**src/rtl/fm_interval_update_pkg.sv**
```systemverilog
// Shared encodings for the FM-index interval update unit:
// base codes, count-lane layout, null address and FSM states.
package fm_interval_update_pkg;

  localparam logic [1:0] BASE_A = 2'd0;
  localparam logic [1:0] BASE_C = 2'd1;
  localparam logic [1:0] BASE_G = 2'd2;
  localparam logic [1:0] BASE_T = 2'd3;

  localparam int LANE_A = 0;
  localparam int LANE_C = 1;
  localparam int LANE_G = 2;
  localparam int LANE_T = 3;

  localparam logic [7:0] ADDR_NULL = 8'hff;

  typedef enum logic [1:0] {
    S_IDLE,
    S_RD_K,
    S_RD_L,
    S_DONE
  } state_t;

  function automatic int lane_lsb(input int idx, input int w);
    return idx * w;
  endfunction

endpackage

```
**src/rtl/fm_interval_update_occ_lane_sel.sv**
```systemverilog
// 4:1 count-lane select, shared by the Occ ROM data
// and the C table.
module occ_lane_sel
  import fm_interval_update_pkg::*;
#(
  parameter int CNT_W = 8
) (
  input  logic [4*CNT_W-1:0] data,
  input  logic [1:0]         sel,
  output logic [CNT_W-1:0]   lane
);

  always_comb begin
    lane = '0;
    unique case (sel)
      BASE_A: lane = data[lane_lsb(LANE_A, CNT_W) +: CNT_W];
      BASE_C: lane = data[lane_lsb(LANE_C, CNT_W) +: CNT_W];
      BASE_G: lane = data[lane_lsb(LANE_G, CNT_W) +: CNT_W];
      BASE_T: lane = data[lane_lsb(LANE_T, CNT_W) +: CNT_W];
      default: lane = '0;
    endcase
  end

endmodule

```
**src/rtl/fm_interval_update.sv**
```systemverilog
// FM-index backward-search step: reads Occ(k-1) and Occ(l)
// for one base and forms the narrowed SA interval.
module fm_interval_update
  import fm_interval_update_pkg::*;
#(
  parameter int ADDR_W = 8,
  parameter int CNT_W  = 8
) (
  input  logic                 clk,
  input  logic                 rst,
  input  logic                 in_valid,
  output logic                 in_ready,
  input  logic [ADDR_W-1:0]    in_k,
  input  logic [ADDR_W-1:0]    in_l,
  input  logic [1:0]           in_base,
  input  logic [4*CNT_W-1:0]   c_tbl,
  output logic                 occ_ce,
  output logic [ADDR_W-1:0]    occ_addr,
  input  logic [4*CNT_W-1:0]   occ_data,
  input  logic                 occ_valid,
  output logic                 out_valid,
  input  logic                 out_ready,
  output logic [ADDR_W-1:0]    out_k,
  output logic [ADDR_W-1:0]    out_l,
  output logic                 out_empty,
  output logic                 out_ovf
);

  state_t            state;
  logic [ADDR_W-1:0] k_q;
  logic [ADDR_W-1:0] l_q;
  logic [1:0]        base_q;
  logic [CNT_W-1:0]  occ_k;
  logic [CNT_W-1:0]  occ_lane;
  logic [CNT_W-1:0]  c_lane;
  logic [CNT_W:0]    sk;
  logic [CNT_W:0]    sl;

  occ_lane_sel #(.CNT_W(CNT_W)) u_occ_sel (
    .data (occ_data),
    .sel  (base_q),
    .lane (occ_lane)
  );

  occ_lane_sel #(.CNT_W(CNT_W)) u_c_sel (
    .data (c_tbl),
    .sel  (base_q),
    .lane (c_lane)
  );

  // One extra bit keeps the carry for the overflow and empty tests
  assign sk = {1'b0, c_lane} + {1'b0, occ_k} + {{CNT_W{1'b0}}, 1'b1};
  assign sl = {1'b0, c_lane} + {1'b0, occ_lane};

  assign in_ready = (state == S_IDLE) && !rst;

  // k=0 wraps to the all-ones address, which the ROM reads as zero
  always_comb begin
    occ_ce   = 1'b0;
    occ_addr = '0;
    unique case (state)
      S_RD_K: begin
        occ_ce   = 1'b1;
        occ_addr = k_q - {{(ADDR_W-1){1'b0}}, 1'b1};
      end
      S_RD_L: begin
        occ_ce   = 1'b1;
        occ_addr = l_q;
      end
      default: ;
    endcase
  end

  always_ff @(posedge clk or posedge rst) begin
    if (rst) begin
      state     <= S_IDLE;
      k_q       <= '0;
      l_q       <= '0;
      base_q    <= '0;
      occ_k     <= '0;
      out_valid <= 1'b0;
      out_k     <= '0;
      out_l     <= '0;
      out_empty <= 1'b0;
      out_ovf   <= 1'b0;
    end else begin
      unique case (state)
        S_IDLE: if (in_valid) begin
          k_q    <= in_k;
          l_q    <= in_l;
          base_q <= in_base;
          state  <= S_RD_K;
        end
        S_RD_K: if (occ_valid) begin
          occ_k <= occ_lane;
          state <= S_RD_L;
        end
        S_RD_L: if (occ_valid) begin
          out_k     <= ADDR_W'(sk[CNT_W-1:0]);
          out_l     <= ADDR_W'(sl[CNT_W-1:0]);
          out_ovf   <= sk[CNT_W] | sl[CNT_W];
          out_empty <= sk > sl;
          out_valid <= 1'b1;
          state     <= S_DONE;
        end
        S_DONE: if (out_ready) begin
          out_valid <= 1'b0;
          state     <= S_IDLE;
        end
        default: state <= S_IDLE;
      endcase
    end
  end

endmodule

```
**config.mk**
```make
export PLATFORM = sky130hd
export DESIGN_NAME = fm_interval_update
export DESIGN_NICKNAME = d
export VERILOG_FILES = /design/src/rtl/fm_interval_update_pkg.sv /design/src/rtl/fm_interval_update_occ_lane_sel.sv /design/src/rtl/fm_interval_update.sv
export SDC_FILE = /design/constraint.sdc
export NUM_CORES = 1
export LEC_CHECK = 0
export ABC_AREA = 0
export BUFFER_PORTS_ARGS = -buffer_cell sky130_fd_sc_hd__buf_4
export CAP_MARGIN = 20
export CORE_UTILIZATION = 55
export CTS_CLUSTER_DIAMETER = 100
export DETAILED_ROUTE_END_ITERATION = 8
export PLACE_DENSITY = 0.83
export SLEW_MARGIN = 20
export SYNTH_ARGS = -nofsm -noshare
export SYNTH_HDL_FRONTEND = slang
export SYNTH_SLANG_ARGS = --single-unit
```
**constraint.sdc**
```tcl
create_clock -name clk -period 8.5 [get_ports clk]
set_input_delay 1.7 -clock clk [delete_from_list [all_inputs] [get_ports clk]]
set_output_delay 1.7 -clock clk [all_outputs]
set_load 0.01 [all_outputs]
```
==> qor.yml <==
sta:
  holdWs_ns: 0.488
  hold_viol_final: 0
  slew_headroom: 0.371
  fin_skew_ns: 0.00532
  period_needed_ns: 4.50
  fmax_mhz: 222
  tns_ns: 0
  slew_violations: 0
  finalSetupViolCount: 0
  worst_pin_slew_ns: 0.943
  rsz0062_at_grt: "no"
  min_period_over_period: 0.530
clocking:
  cts_tree: "built"
  cts_setup_buffers: 0
  numCtsBuffers: 5
  ctsResizeCount: 0
  ctsHoldBuffers: 0
  clkTransAtPathRegs_ns: 0.08
  cts_buffer_depth: 2
  root_buffer: "clkbuf_8"
  clock_latency_ns: 0.31
  h-tree-depth: 2
  cts.sinks: 47
routing:
  dr_total_vias: 2772
  drtAntennaViolNets: 0
  drt_first_pass_iters: 4
  vias_per_cell: 5.70
  drc: 0
  drt_iter0_drc: 99
  routed_wirelength_um: 8150
  wire_per_inst_um: 16.8
placed_design:
  gp_congestion: 0.833
  portBuffers: 115
  dp_hpwl_um: 6540
finish:
  mostFrequentLayoutCell: "buf_4"
  seqCellArea_mm2: 0.00118
  layout-drive-gt1-share: 0.420
  final_cell_mix: "115 x buf_4, 47 x dfrtp_1, 33 x ha_1"
  insertedDiodeCount: 0
  final_nets: 536
  multi_input_area_mm2: 0.00202
  area_growth_pct: 30.5
  final_core_util: 0.766
  nFillCells: 402
synthesis:
  ys_warn_count: 0
  synthesis.area_mm2: 0.00331
  synth_edf_count: 0
  synth-seq-area-share: 0.355
  ys.flop_type: "dfrtp_1"
  synthTopCellsByArea: "dfrtp_1 36%, ha_1 12%, mux2_2 11%, mux4_2 11%, xor2_1 2.9%"
  syn_inst: 303
  syn_avg_cell_area_um2: 10.9
  syn-num-nets: 425
  synth_top_area_share: 0.355
  synth_seq_cells: 47
  yosys.area.top_type: "dfrtp_1"
  synth_cell_types: 41
  async_flop_share: 1.00
pwr:
  p_int_mw: 1.13
  total_power_mw: 2.05
  power_density_mw_per_mm2: 475
  power_frac_comb: 0.701
  leakagePower_nw: 2.09
  p_seq_frac: 0.221
  switchingPower_mw: 0.917
  pwr-share-clk: 0.078
  irDropWorstVdd_v: 0.000242
  switching_share: 0.447
die:
  die_area_mm2: 0.00633
  die-width_um: 79.6
  initial_core_util: 0.587
  core.rowCount: 27
  fp.coreArea_mm2: 0.00564
  fp.dieH_um: 79.6
  num_io_pins: 116
hold_path:
  hold_depth: 2
  min_from: "out_l[3]$_DFFE_PP0P_"
  hold_class: "register to register"
  min_to: "out_l[3]$_DFFE_PP0P_"
grt:
  grt-ovfl-total: 0
  grt_use_total: 0.272
  antenna_found_initial: 0
  grt_pass1_vias: 2790
  grt_start_max_net_pins: 48
  grt_pass1_wl_um: 13100
setup_path:
  r2r_start: "base_q[1]$_DFFE_PP0P_"
  cp-start-kind: "input pin"
  r2r_setup_slack_ns: 4.38
  critPathRequiredTime_ns: 8.69
  arrival_ns: 4.69
  r2r_cells: 15
  r2r_end: "out_empty$_DFFE_PP0P_"
  worst-setup-path-type: "input pin to register"
  path_max_fanout: 3
  critPathCaptureType: "register"
outcome:
  outcome: "completed"
job:
  maxCapViolCount: 0
[worst max-delay path, cell delays in order]
cell and delay, ns:
buf_4 0.10, mux4_2 0.48, ha_1 0.25, inv_1 0.07, fa_1 0.19, nor2b_1 0.07, o31a_1 0.25, o21ai_1 0.19
a21boi_0 0.14, or2_2 0.31, ha_1 0.31, a21o_1 0.17, a21oi_1 0.15, nor2_1 0.06, nor4_1 0.18, nor2_1 0.06
[stage by stage]
step	std cells	cell area (um2)	setup WS [ns]
2_1_floorplan	303	3310	4.04
3_3_place_gp	479	4220	3.79
3_5_place_dp	479	4220	3.73
4_1_cts	486	4320	4.03
5_1_grt	486	4320	3.82
6_report	486	4320	4.00
[power by group through the flow]
stage / sequential (mW) / clock [mW] / combinational, mW
finish: 0.454 / 0.160 / 1.44
global route: 0.474 / 0.171 / 1.59
CTS: 0.456 / 0.163 / 1.43
detailed placement: 0.461 / 0 / 1.42
global placement: 0.450 / 0 / 1.36
floorplan: 0.421 / 0 / 1.05
[synthesized netlist by cell type (all sizes together) (4+ instances only)]
| library cell | instances |
|---|---|
| clkbuf | 5 |
| nand2 | 26 |
| a21o | 5 |
| nand3 | 4 |
| xor2 | 11 |
| a21oi | 13 |
| dfrtp | 47 |
| a22oi | 7 |
| inv | 19 |
| ha | 33 |
| buf | 6 |
| o21ai | 19 |
| nor2 | 14 |
| mux4 | 16 |
| mux2 | 32 |
| nor2b | 8 |
[final cells by class]
class / instances / share of cell area
repair buffers: 115 / 0.200
flip-flops and latches: 47 / 0.272
inverters: 19 / 0.0168
well taps: 72 / 0.0209
multi-input cells: 226 / 0.467
clock buffers: 6 / 0.0168
clock inverters: 1 / 0.00695
[worst max path at each step]
stage          startpoint                    end  slack, ns  depth (start not counted)
2_1_floorplan   c_tbl[24]  out_empty$_DFFE_PP0P_       4.04                         15
3_3_place_gp    c_tbl[24]  out_empty$_DFFE_PP0P_       3.79                         16
3_5_place_dp    c_tbl[24]  out_empty$_DFFE_PP0P_       3.73                         16
4_1_cts         c_tbl[24]  out_empty$_DFFE_PP0P_       4.03                         16
5_1_grt         c_tbl[24]  out_empty$_DFFE_PP0P_       3.82                         16
6_report        c_tbl[24]  out_empty$_DFFE_PP0P_       4.00                         16
[cell families after synthesis]
family,Yosys count,share of synthesized area
XOR/XNOR,14,0.0370
AO/OA/AOI/OAI,63,0.122
flip-flops,47,0.355
AND/OR/NAND/NOR,66,0.0949
multiplexers,48,0.218
buffers and inverters,30,0.0359
adder cells (fa/ha/maj),35,0.137
[registers in the layout, indices dropped and copies added, names as in the netlist]
name	count
base_q	2
out_ovf	1
occ_k	8
state	2
l_q	8
out_valid	1
out_l	8
out_k	8
k_q	8
out_empty	1
[per-layer routing]
layer	global-route usage	vias to the layer above	wire, um
met2	0.457	79	4150
met3	0.0526	12	349
li1	-	1322	-
met4	0.0891	0	142
met1	0.350	1359	3510
met5	0	-	0
Note: power is estimated with default switching activity, not from simulation.
